--- src/rtl/cpu32_alu_pkg.sv ---
// Shared types and helpers for the cpu32 ALU datapath blocks.
// Holds the flag bundle and the saturation constant used by addsub_pipe.
package cpu32_alu_pkg;

    localparam int ADDSUB_MAX_STAGES = 8;
    localparam int ADDSUB_MAX_WIDTH  = 256;

    typedef struct packed {
        logic carry;
        logic ovf;
        logic zero;
        logic neg;
    } alu_flags_t;

    // Signed limit of a width-bit word: msb=1 gives the most negative value, msb=0 the most positive.
    function automatic logic [ADDSUB_MAX_WIDTH-1:0] sat_value(input logic msb, input int width);
        logic [ADDSUB_MAX_WIDTH-1:0] ones;
        ones = {ADDSUB_MAX_WIDTH{1'b1}} >> (ADDSUB_MAX_WIDTH - width);
        return msb ? (ones ^ (ones >> 1)) : (ones >> 1);
    endfunction

endpackage

--- src/rtl/addsub_slice.sv ---
// One CW-bit slice of the pipelined carry chain: plain adder with carry in/out.
// Exposes the operand and sum MSBs so the last slice can derive signed overflow.
module addsub_slice #(
    parameter int CW = 16
) (
    input  logic [CW-1:0] a,
    input  logic [CW-1:0] b,
    input  logic          cin,
    output logic [CW-1:0] sum,
    output logic          cout,
    output logic          a_msb,
    output logic          b_msb,
    output logic          sum_msb
);

    logic [CW:0] total;

    assign total   = {1'b0, a} + {1'b0, b} + {{CW{1'b0}}, cin};
    assign sum     = total[CW-1:0];
    assign cout    = total[CW];
    assign a_msb   = a[CW-1];
    assign b_msb   = b[CW-1];
    assign sum_msb = total[CW-1];

endmodule

--- src/rtl/addsub_pipe.sv ---
// Pipelined adder/subtractor: STAGES carry-chain slices behind a valid/ready handshake.
// Optional saturation on signed overflow is enabled by defining ADDSUB_SAT_EN.
module addsub_pipe
    import cpu32_alu_pkg::*;
#(
    parameter int WIDTH  = 32,
    parameter int STAGES = 2,
    parameter int TAG_W  = 4
) (
    input  logic             clk,
    input  logic             rst_n,
    input  logic             in_valid,
    output logic             in_ready,
    input  logic [WIDTH-1:0] in_a,
    input  logic [WIDTH-1:0] in_b,
    input  logic             in_sub,
`ifdef ADDSUB_SAT_EN
    input  logic             in_sat,
`endif
    input  logic [TAG_W-1:0] in_tag,
    output logic             out_valid,
    input  logic             out_ready,
    output logic [WIDTH-1:0] out_sum,
    output logic             out_carry,
    output logic             out_ovf,
    output logic             out_zero,
    output logic             out_neg,
    output logic [TAG_W-1:0] out_tag
);

    localparam int CW   = WIDTH / STAGES;
    localparam int LAST = STAGES - 1;

    // word_q[s]: finished sum bits below the next slice, untouched A bits above it.
    logic [STAGES-1:0]            vld_q, vld_d;
    logic [STAGES-1:0]            carry_q, carry_d;
    logic [STAGES-1:0][WIDTH-1:0] word_q, word_d;
    logic [STAGES-1:0][WIDTH-1:0] b_q, b_d;
    logic [STAGES-1:0][TAG_W-1:0] tag_q, tag_d;
`ifdef ADDSUB_SAT_EN
    logic [STAGES-1:0]            sat_q, sat_d;
`endif
    alu_flags_t                   flags_q, flags_d;

    logic                         adv;
    logic                         ovf;
    logic [WIDTH-1:0]             b_eff;
    logic [STAGES-1:0][CW-1:0]    sl_a, sl_b, sl_sum;
    logic [STAGES-1:0]            sl_cin, sl_cout, sl_a_msb, sl_b_msb, sl_sum_msb;

    assign adv   = ~vld_q[LAST] | out_ready;
    assign b_eff = in_sub ? ~in_b : in_b;

    for (genvar s = 0; s < STAGES; s++) begin : g_slice
        if (s == 0) begin : g_first
            assign sl_a[s]   = in_a[CW-1:0];
            assign sl_b[s]   = b_eff[CW-1:0];
            assign sl_cin[s] = in_sub;
        end else begin : g_next
            assign sl_a[s]   = word_q[s-1][s*CW +: CW];
            assign sl_b[s]   = b_q[s-1][s*CW +: CW];
            assign sl_cin[s] = carry_q[s-1];
        end

        addsub_slice #(.CW(CW)) u_slice (
            .a       (sl_a[s]),
            .b       (sl_b[s]),
            .cin     (sl_cin[s]),
            .sum     (sl_sum[s]),
            .cout    (sl_cout[s]),
            .a_msb   (sl_a_msb[s]),
            .b_msb   (sl_b_msb[s]),
            .sum_msb (sl_sum_msb[s])
        );
    end

    always_comb begin
        vld_d   = vld_q;
        carry_d = carry_q;
        word_d  = word_q;
        b_d     = b_q;
        tag_d   = tag_q;
`ifdef ADDSUB_SAT_EN
        sat_d   = sat_q;
`endif
        flags_d = flags_q;
        ovf     = 1'b0;
        if (adv) begin
            vld_d[0]  = in_valid;
            word_d[0] = in_a;
            b_d[0]    = b_eff;
            tag_d[0]  = in_tag;
`ifdef ADDSUB_SAT_EN
            sat_d[0]  = in_sat;
`endif
            for (int s = 1; s < STAGES; s++) begin
                vld_d[s]  = vld_q[s-1];
                word_d[s] = word_q[s-1];
                b_d[s]    = b_q[s-1];
                tag_d[s]  = tag_q[s-1];
`ifdef ADDSUB_SAT_EN
                sat_d[s]  = sat_q[s-1];
`endif
            end
            for (int s = 0; s < STAGES; s++) begin
                word_d[s][s*CW +: CW] = sl_sum[s];
                carry_d[s]            = sl_cout[s];
            end

            // Final stage: overflow from the top slice, then optional clamp, then flags on the result.
            ovf = (sl_a_msb[LAST] == sl_b_msb[LAST]) & (sl_sum_msb[LAST] != sl_a_msb[LAST]);
`ifdef ADDSUB_SAT_EN
            if (sat_d[LAST] && ovf) begin
                word_d[LAST] = WIDTH'(sat_value(sl_a_msb[LAST], WIDTH));
            end
`endif
            flags_d.carry = carry_d[LAST];
            flags_d.ovf   = ovf;
            flags_d.zero  = (word_d[LAST] == '0);
            flags_d.neg   = word_d[LAST][WIDTH-1];
        end
    end

    always_ff @(posedge clk or negedge rst_n) begin
        if (!rst_n) begin
            vld_q   <= '0;
            carry_q <= '0;
            word_q  <= '0;
            b_q     <= '0;
            tag_q   <= '0;
`ifdef ADDSUB_SAT_EN
            sat_q   <= '0;
`endif
            flags_q <= '0;
        end else begin
            vld_q   <= vld_d;
            carry_q <= carry_d;
            word_q  <= word_d;
            b_q     <= b_d;
            tag_q   <= tag_d;
`ifdef ADDSUB_SAT_EN
            sat_q   <= sat_d;
`endif
            flags_q <= flags_d;
        end
    end

    assign in_ready  = adv;
    assign out_valid = vld_q[LAST];
    assign out_sum   = word_q[LAST];
    assign out_carry = flags_q.carry;
    assign out_ovf   = flags_q.ovf;
    assign out_zero  = flags_q.zero;
    assign out_neg   = flags_q.neg;
    assign out_tag   = tag_q[LAST];

endmodule
--- config.mk ---
export PLATFORM = sky130hd
export DESIGN_NAME = addsub_pipe
export DESIGN_NICKNAME = d
export VERILOG_FILES = /design/src/rtl/cpu32_alu_pkg.sv /design/src/rtl/addsub_slice.sv /design/src/rtl/addsub_pipe.sv
export SDC_FILE = /design/constraint.sdc
export NUM_CORES = 1
export LEC_CHECK = 0
export CAP_MARGIN = 20
export CORE_MARGIN = 2
export CORE_UTILIZATION = 45
export CTS_BUF_LIST = sky130_fd_sc_hd__clkbuf_4
export CTS_CLUSTER_DIAMETER = 100
export DETAILED_ROUTE_END_ITERATION = 6
export PLACE_DENSITY = 0.72
export SLEW_MARGIN = 20
export SYNTH_ARGS = -nofsm -noshare
export SYNTH_HDL_FRONTEND = slang
export SYNTH_SLANG_ARGS = --single-unit
--- constraint.sdc ---
create_clock -name clk -period 3.5 [get_ports clk]
set_clock_uncertainty 0.2 [all_clocks]
set_input_delay 1.05 -clock clk [delete_from_list [all_inputs] [get_ports clk]]
set_output_delay 1.05 -clock clk [all_outputs]
set_load 0.02 [all_outputs]
==> results of run 1 <==
-- area by class of cell --
cell class | instances | area (um^2)
multi-input combinational | 470 | 2860
sequential | 94 | 2350
fill | 1115 | 5110
timing repair buffer | 143 | 1350
clock buffer | 10 | 75.1
tap | 168 | 210
clock inverter | 6 | 62.6
inverter | 10 | 37.5
-- worst max-delay path by stage --
stage                      end  startpoint  depth (start not counted)  slack (ns)
finish                out_zero  carry_q[0]                          9        0.17
global route        word_q[14]     in_b[0]                         11      -0.002
detailed placement  word_q[14]     in_b[0]                         11       -0.41
floorplan           word_q[15]      in_sub                         11       -0.04
global placement    word_q[14]     in_b[0]                         11       -0.36
CTS                   out_zero  carry_q[0]                          9       0.004
-- critical path, delay by kind of cell, from the launching register on --
kind            cells  cell delay, ns
fa+ha+maj           2            0.83
simple gates        3            0.81
flops               1            0.47
xor+xnor            1            0.18
compound gates      3            0.76
-- flip-flops by register name (all words and copies together) (netlist names), 2 cells and up --
register / cells
out_sum: 32
b_q: 16
sl_a: 16
word_q: 16
out_tag: 4
tag_q: 4
vld_q: 2
-- what timing repair did --
item / in CTS / in global routing
resized for setup: 1 / 8
pin swaps: 0 / 1
hold buffers: 0 / 0
hold endpoints to repair: 0 / 0
setup endpoints to repair: 1 / 4
-- placed cells by master, fill, tap and decap left out, types with 12 or more instances in the layout --
| cell type | n |
|---|---|
| xor2_1 | 25 |
| nand2_1 | 182 |
| nor3_1 | 12 |
| nor2_1 | 30 |
| ha_1 | 30 |
| o21ai_0 | 43 |
| dfrtp_1 | 93 |
| clkdlybuf4s50_1 | 111 |
| a21oi_1 | 23 |
| buf_4 | 29 |
| xnor2_1 | 25 |
-- where the power goes --
group	switching [mW]	leakage, nW	internal, mW
logic	0.992	1.95	0.856
clock network	0.370	0.0700	0.223
registers	0.202	1.12	1.38
total	1.56	3.14	2.46
-- metal layers --
| layer | up-vias | GRT usage, % | wire [um] |
|---|---|---|---|
| met5 | - | 0 | 0 |
| met4 | 0 | 6.75 | 157 |
| met3 | 13 | 2.30 | 495 |
| met2 | 102 | 33.5 | 6220 |
| met1 | 2173 | 26.7 | 5770 |
| li1 | 2299 | - | - |
-- cell families (layout without fill, tap and decap cells) --
| group | count (synthesis) | count (layout) |
|---|---|---|
| and+or+nand+nor | 268 | 268 |
| AOI/OAI and AO/OA | 112 | 112 |
| DFF | 94 | 94 |
| buffers and inverters | 72 | 169 |
| xor gates and xnor gates | 50 | 50 |
| adders and majority gates | 33 | 33 |
| muxes | 7 | 7 |
==> reports/metrics.yaml, run 1 <==
status: "completed"
synth_area_leader_cell: "dfrtp_1"
cp_data_required_time_ns: 3.67
ant_nets: 0
root_buffer: "clkbuf_4"
arrival_ns: 3.50
cts_setup_buffers: 0
synth.area.top_cells: "dfrtp_1, nand2_1, ha_1"
clk_pin_slew_ns: 0.14
dieArea_mm2: 0.0133
grt_overflow: 0
r2r_slack_ns: 0.17
drv_slew: 0
drc: 0
initial_core_util_pct: 46.4
critPathKind: "reg -> reg"
routedWlPerCell_um: 14.0
gp_congestion: 0.856
synth_top_area_share_pct: 42.1
yosysMostFrequentCell: "nand2_1"
max_stage_delay_ns: 0.58
via_count: 4587
tns_ns: 0
dp.cells: 885
grt_max_degree: 125
vias_per_cell: 5.09
place_area_mm2: 0.00679
wl_um: 12600
die_x_um: 115
leakagePower_nw: 3.14
finalNetCount: 834
cp-end-kind: "flip-flop"
syn_avg_cell_area_um2: 8.79
layout_min_cycle_time_ns: 3.33
numClockSinks: 94
ys_types: 55
grt.total_usage_pct: 19.8
hold_depth: 2
synth_ff_type: "dfrtp_1"
hold_class: "reg -> reg"
crit_fanout: 3
max_freq_mhz: 300
dr.pass1.iters: 5
cts_tree: "yes"
crit_slowest_cell: "or4_4"
synthArstFlopShare_pct: 100
setup_ws_ns: 0.169
ios: 115
synth_cells: 636
rows: 40
drv_cap: 0
dp_hpwl_um: 9680
worst_pin_slew_ns: 0.808
cts-buffers-inserted: 9
yosys.area_share.simple_pct: 20.3
post-place-ws_ns: -0.408
core_area_mm2: 0.0121
clk-insertion-delay-late_ns: 0.47
ys_seq_area_share_pct: 42.1
synth_compound_area_share_pct: 13.2
antenna_found_initial: 0
synth-xor-area-share_pct: 7.83
finalHoldViolations: 0
worst_r2r_path_depth: 9
ir_drop_v: 0.000213
p_per_area_mw_per_mm2: 578
rr_endpoint: "out_zero"
syn_nets: 742
layout.cells.non_filler: 901
design_power_total_mw: 4.02
synth_common_cells: "nand2_1, dfrtp_1, o21ai_0, buf_4"
synth_top_family_by_area: "simple AND/OR/NAND/NOR gates"
synth_edf_count: 0
synth_fa_ha_area_share_pct: 7.79
whs_ns: 0.282
yosysWarnings: 0
grt_first_pass_wirelength_um: 21000
clock_path_buffers: 2
syn-cell-area_mm2: 0.00559
relSlewSlack_pct: 46.1
final.period_utilization_pct: 95.2
syn_to_final_growth_pct: 24.4
port_buffers: 114
crit_path_cell_trace: "fa_2 > fa_1 > a211oi_2 > nor2_1 > xor2_1 > or4_4 > a2111oi_4 > nand4_1 > o31ai_2"
antennaDiodeCount: 0
setup_viol: 0
drive_above_1_share_pct: 9.69
drt_iter0_markers: 225
grt_pass1_vias: 4517
synth_seq_cells: 94
synth.area.mux_share_pct: 1.34
ctsHtreeMaxLevel: 3
min_to: "vld_q[0]"
finalInstanceArea_mm2: 0.00696
startpoint_type: "flip-flop"
worst_hold_startpoint: "vld_q[0]"
finish.utilization_pct: 57.7
r2r-start: "carry_q[0]"
die-height_um: 115
Note: power is estimated with default switching activity, not from simulation.
==> inputs of run 2 (changes only) <==
- PLACE_DENSITY: 0.72 -> 0.71
- SYNTH_HIERARCHICAL: unset -> 1
==> reports/metrics.yaml, run 2 <==
p_per_area_mw_per_mm2: 602  # +4.2%
grt_pass1_vias: 4253  # -5.8%
finalNetCount: 838  # +0.48%
antenna_found_initial: 0  # unchanged
cp-end-kind: "flip-flop"
core_area_mm2: 0.0125  # +3.4%
ir_drop_v: 0.000212  # -0.37%
ctsHtreeMaxLevel: 3  # unchanged
antennaDiodeCount: 0  # unchanged
via_count: 4458  # -2.8%
finalInstanceArea_mm2: 0.00703  # +1.0%
worst_pin_slew_ns: 1.01  # +0.205 ns
vias_per_cell: 4.91  # -3.6%
syn_nets: 754  # +1.6%
drv_cap: 0  # unchanged
layout_commonest_cell: "nand2_1"
rows: 41  # +2.5%
hold_class: "reg -> reg"
drv_slew: 0  # unchanged
drive_above_1_share_pct: 9.65  # -0.039 points
ant_nets: 0  # unchanged
syn-cell-area_mm2: 0.00569  # +1.8%
die_x_um: 116  # +0.86%
die-height_um: 116  # +0.86%
status: "completed"
final_cell_mix: "nand2_1, clkdlybuf4s50_1, dfrtp_1, ha_1"
leakagePower_nw: 3.32  # +5.8%
grt_first_pass_wirelength_um: 19700  # -6.4%
rsz0062_at_grt: "false"
wl_um: 12000  # -4.8%
layout_min_cycle_time_ns: 3.39  # +0.0587 ns
yosysWarnings: 6  # +6
clk_pin_slew_ns: 0.15  # about the same
finalHoldViolations: 0  # unchanged
cts-buffers-inserted: 9  # unchanged
cts_tree: "yes"
initial_core_util_pct: 45.7  # -0.70 points
cp_data_required_time_ns: 3.60  # -0.07 ns
startpoint_type: "flip-flop"
crit_fanout: 2  # -1
final.period_utilization_pct: 96.8  # +1.7 points
tns_ns: 0  # unchanged
clk-insertion-delay-late_ns: 0.46  # about the same
grt.total_usage_pct: 18.3  # -1.6 points
arrival_ns: 3.49  # about the same
ios: 115  # unchanged
syn_avg_cell_area_um2: 8.80  # about the same
numClockSinks: 94  # unchanged
drc: 0  # unchanged
cts_hold_buffers: 0  # unchanged
drt_iter0_markers: 189  # -16%
finish.utilization_pct: 56.4  # -1.3 points
port_buffers: 114  # unchanged
setup_viol: 0  # unchanged
grt_overflow: 0  # unchanged
routedWlPerCell_um: 13.3  # -5.5%
root_buffer: "clkbuf_4"
post-place-ws_ns: -0.502  # -0.0936 ns
relSlewSlack_pct: 32.5  # -14 points
place_area_mm2: 0.00672  # -0.98%
dp_hpwl_um: 8710  # -10%
dieArea_mm2: 0.0136  # +1.7%
setup_ws_ns: 0.111  # -0.0587 ns
largest_reg_flops: 32  # unchanged
grt_max_degree: 112  # -10%
dr.pass1.iters: 5  # unchanged
synth_cells: 647  # +1.7%
gp_congestion: 0.870  # +1.7%
whs_ns: 0.279  # -0.00337 ns
max_freq_mhz: 295  # -1.7%
critPathKind: "reg -> reg"
clock_path_buffers: 2  # unchanged
syn_to_final_growth_pct: 23.5
-- run 2: cell type report --
| type | instances | area (um^2) |
|---|---|---|
| Clock buffer | 9 | 67.6 |
| Inverter | 5 | 18.8 |
| Tap cell | 172 | 215 |
| Timing Repair Buffer | 139 | 1340 |
| Multi-Input combinational cell | 482 | 2920 |
| Fill cell | 1107 | 5440 |
| Clock inverter | 7 | 121 |
| Sequential cell | 94 | 2350 |
-- run 2: stage by stage --
step                      power, mW  std cells
after floorplan                2.95        647
after global placement         3.40        889
after detailed placement       3.44        889
after CTS                      4.23        905
after global routing           4.52        908
final                          4.23        908
-- run 2: path summary, 6_finish.rpt --
check                          from          end  slack [ns]  cells past startpoint
max                        sl_a[16]     out_zero        0.11                     12
min                        vld_q[0]     vld_q[0]        0.28                      2
max reg2reg                sl_a[16]     out_zero        0.11                     12
min reg2reg                vld_q[0]     vld_q[0]        0.28                      2
max in group asynchronous     rst_n  out_sum[11]        2.11                      2
min in group asynchronous     rst_n      out_ovf        0.31                      1
-- run 2: worst max-delay path: stages, from the launching register on --
cell and delay (ns):
dfrtp_1 0.43, fa_2 0.42, fa_2 0.38, a21o_4 0.24, a311oi_4 0.33, nor3_1 0.13, or2_4 0.25, buf_4 0.15
a221oi_4 0.30, nor4_2 0.08, buf_4 0.14, nand4_1 0.13, o31ai_2 0.08
-- run 2: report_power, final --
| group | internal, mW | total, mW | switching, mW |
|---|---|---|---|
| Combinational | 0.894 | 1.92 | 1.02 |
| Sequential | 1.38 | 1.57 | 0.192 |
| Clock | 0.365 | 0.743 | 0.377 |
-- run 2: metal layers --
layer	vias to the layer above	wire length, um	GRT usage [%]
met4	0	178	7.06
met2	102	5870	30.5
met1	2087	5340	23.8
li1	2256	-	-
met3	13	645	3.11
met5	-	0	0
-- run 2: what timing repair did --
item,4_1_cts,5_1_grt
pin swaps,2,8
buffers inserted,0,3
endpoints found under the setup margin,3,4
cloned,0,0
gates resized for setup,8,7
==> inputs of run 3 (changes only) <==
- ABC_AREA: unset -> 1
- PLACE_DENSITY: 0.71 -> 0.7
==> reports/metrics.yaml, run 3 <==
p_per_area_mw_per_mm2: 556  # -7.8%
drt_iter0_markers: 324  # +71%
die_x_um: 122  # +4.4%
relSlewSlack_pct: 47.9  # +15 points
power.share.clock_pct: 14.8  # -2.7 points
clock_path_buffers: 2  # unchanged
layout_commonest_cell: "nand2_1"
rsz0062_at_grt: "false"
max_stage_delay_ns: 0.45  # +0.02 ns
port_buffers: 114  # unchanged
cp-end-kind: "output port"
wl_um: 13700  # +14%
dr.pass1.iters: 4  # -1
vias_per_cell: 4.62  # -5.8%
dp.cells: 1083  # +22%
drc: 0  # unchanged
layout.cells.non_filler: 1100  # +21%
hold_class: "in -> async"
root_buffer: "clkbuf_4"
grt_pass1_vias: 4817  # +13%
cts-buffers-inserted: 9  # unchanged
drv_slew: 0  # unchanged
clk_pin_slew_ns: 0.18  # +0.03 ns
die-height_um: 122  # +4.4%
final_cell_mix: "nand2_1, clkdlybuf4s50_1, dfrtp_1, inv_1, o21ai_0"
setup_ws_ns: 0.276  # +0.165 ns
max_freq_mhz: 310  # +5.1%
grt_max_degree: 80  # -29%
status: "completed"
cts_hold_buffers: 0  # unchanged
ant_nets: 0  # unchanged
largest_reg_flops: 32  # unchanged
initial_core_util_pct: 46.5  # +0.80 points
rows: 42  # +2.4%
syn-cell-area_mm2: 0.00623  # +9.4%
seq_power_share_pct: 37.9  # +0.8 points
p_int_mw: 2.35  # -11%
core_area_mm2: 0.0134  # +7.5%
arrival_ns: 1.97  # -1.52 ns
ir_drop_v: 0.000211  # -0.51%
grt.total_usage_pct: 19.6  # +1.3 points
synth_cells: 846  # +31%
critPathKind: "in -> out"
worst_pin_slew_ns: 0.781  # -0.232 ns
cts_setup_buffers: 0  # unchanged
power_switching_mw: 1.75  # +9.7%
startpoint_type: "input port"
dieArea_mm2: 0.0148  # +9.1%
drive_above_1_share_pct: 7.69  # -2.0 points
cp_data_required_time_ns: 2.25  # -1.35 ns
drv_cap: 0  # unchanged
syn_nets: 953  # +26%
via_count: 5086  # +14%
ios: 115  # unchanged
grt_overflow: 0  # unchanged
gp_congestion: 0.891  # +2.4%
combinationalPowerShare_pct: 47.3  # +2.0 points
dp_hpwl_um: 10600  # +22%
layout_min_cycle_time_ns: 3.22  # -0.165 ns
finalNetCount: 1025  # +22%
setup_viol: 0  # unchanged
antenna_found_initial: 1  # +1
crit_fanout: 2  # unchanged
cts_resized: 1  # -7
final.period_utilization_pct: 92.1  # -4.7 points
syn_avg_cell_area_um2: 7.36  # -16%
swShare_pct: 42.7  # +5.1 points
grt_first_pass_wirelength_um: 22900  # +16%
finalHoldViolations: 0  # unchanged
crit_slowest_cell: "clkdlybuf4s50_1"
yosysWarnings: 6  # unchanged
post-place-ws_ns: -0.0223  # +0.480 ns
clk-insertion-delay-late_ns: 0.47  # about the same
syn_to_final_growth_pct: 18.3
ctsHtreeMaxLevel: 3  # unchanged
crit_path_cell_trace: "clkdlybuf4s50_1 > inv_1 > nand2_4 > dlygate4sd2_1"
leakagePower_nw: 3.85  # +16%
cts_tree: "yes"
numClockSinks: 94  # unchanged
routedWlPerCell_um: 12.5  # -6.0%
==> run 3: through the flow <==
stage	utilization, %	power [mW]	hold slack, ns	TNS (ns)	area (um^2)
after floorplan	-	2.99	0.220	0	6230
after global placement	53.9	3.49	0.242	-0.0130	7220
after detailed placement	53.9	3.53	0.245	-0.0970	7220
after CTS	55.0	4.14	0.229	0	7370
after global routing	55.0	4.43	0.204	0	7370
final	55.0	4.09	0.231	0	7370
==> run 3: cell type report <==
type	instances	area [um^2]
diodes	1	2.50
clock buffers	9	67.6
clock inverters	7	80.1
fillers	1337	6030
inverters	101	382
multi-input cells	588	3030
flip-flops and latches	94	2350
well taps	176	220
repair buffers	124	1230
==> run 3: layer usage <==
metal  vias to the layer above  global-route usage (%)  part of all wire, %
li1                       2686                       -                    -
met2                       107                    30.3                   44
met4                         0                    7.33                  2.7
met1                      2268                    27.5                   49
met5                         -                       0                    0
met3                        25                    3.42                  3.7
==> run 3: power groups by stage <==
| stage | Clock [mW] | Combinational [mW] | Sequential (mW) |
|---|---|---|---|
| floorplan | 0 | 1.46 | 1.53 |
| global placement | 0 | 1.92 | 1.57 |
| detailed placement | 0 | 1.95 | 1.58 |
| CTS | 0.625 | 1.95 | 1.56 |
| global route | 0.676 | 2.16 | 1.59 |
| finish | 0.605 | 1.94 | 1.55 |
==> run 3: path summary, 6_finish.rpt <==
kind / cells after the start / start / end / slack, ns
min in group clk: 2 / vld_q[0] / vld_q[1] / 0.28
worst max register to register: 15 / sl_a[16] / out_zero / 0.72
worst min-delay path: 1 / rst_n / sl_a[25] / 0.23
worst min register to register: 2 / vld_q[0] / vld_q[1] / 0.28
max in group asynchronous: 2 / rst_n / out_sum[9] / 2.19
worst max-delay path: 4 / out_ready / in_ready / 0.28
==> run 3: worst max-delay path, delay by kind of cell <==
kind / cells / cell delay, ns
buffers and inverters: 3 / 0.86
AND/OR/NAND/NOR: 1 / 0.06
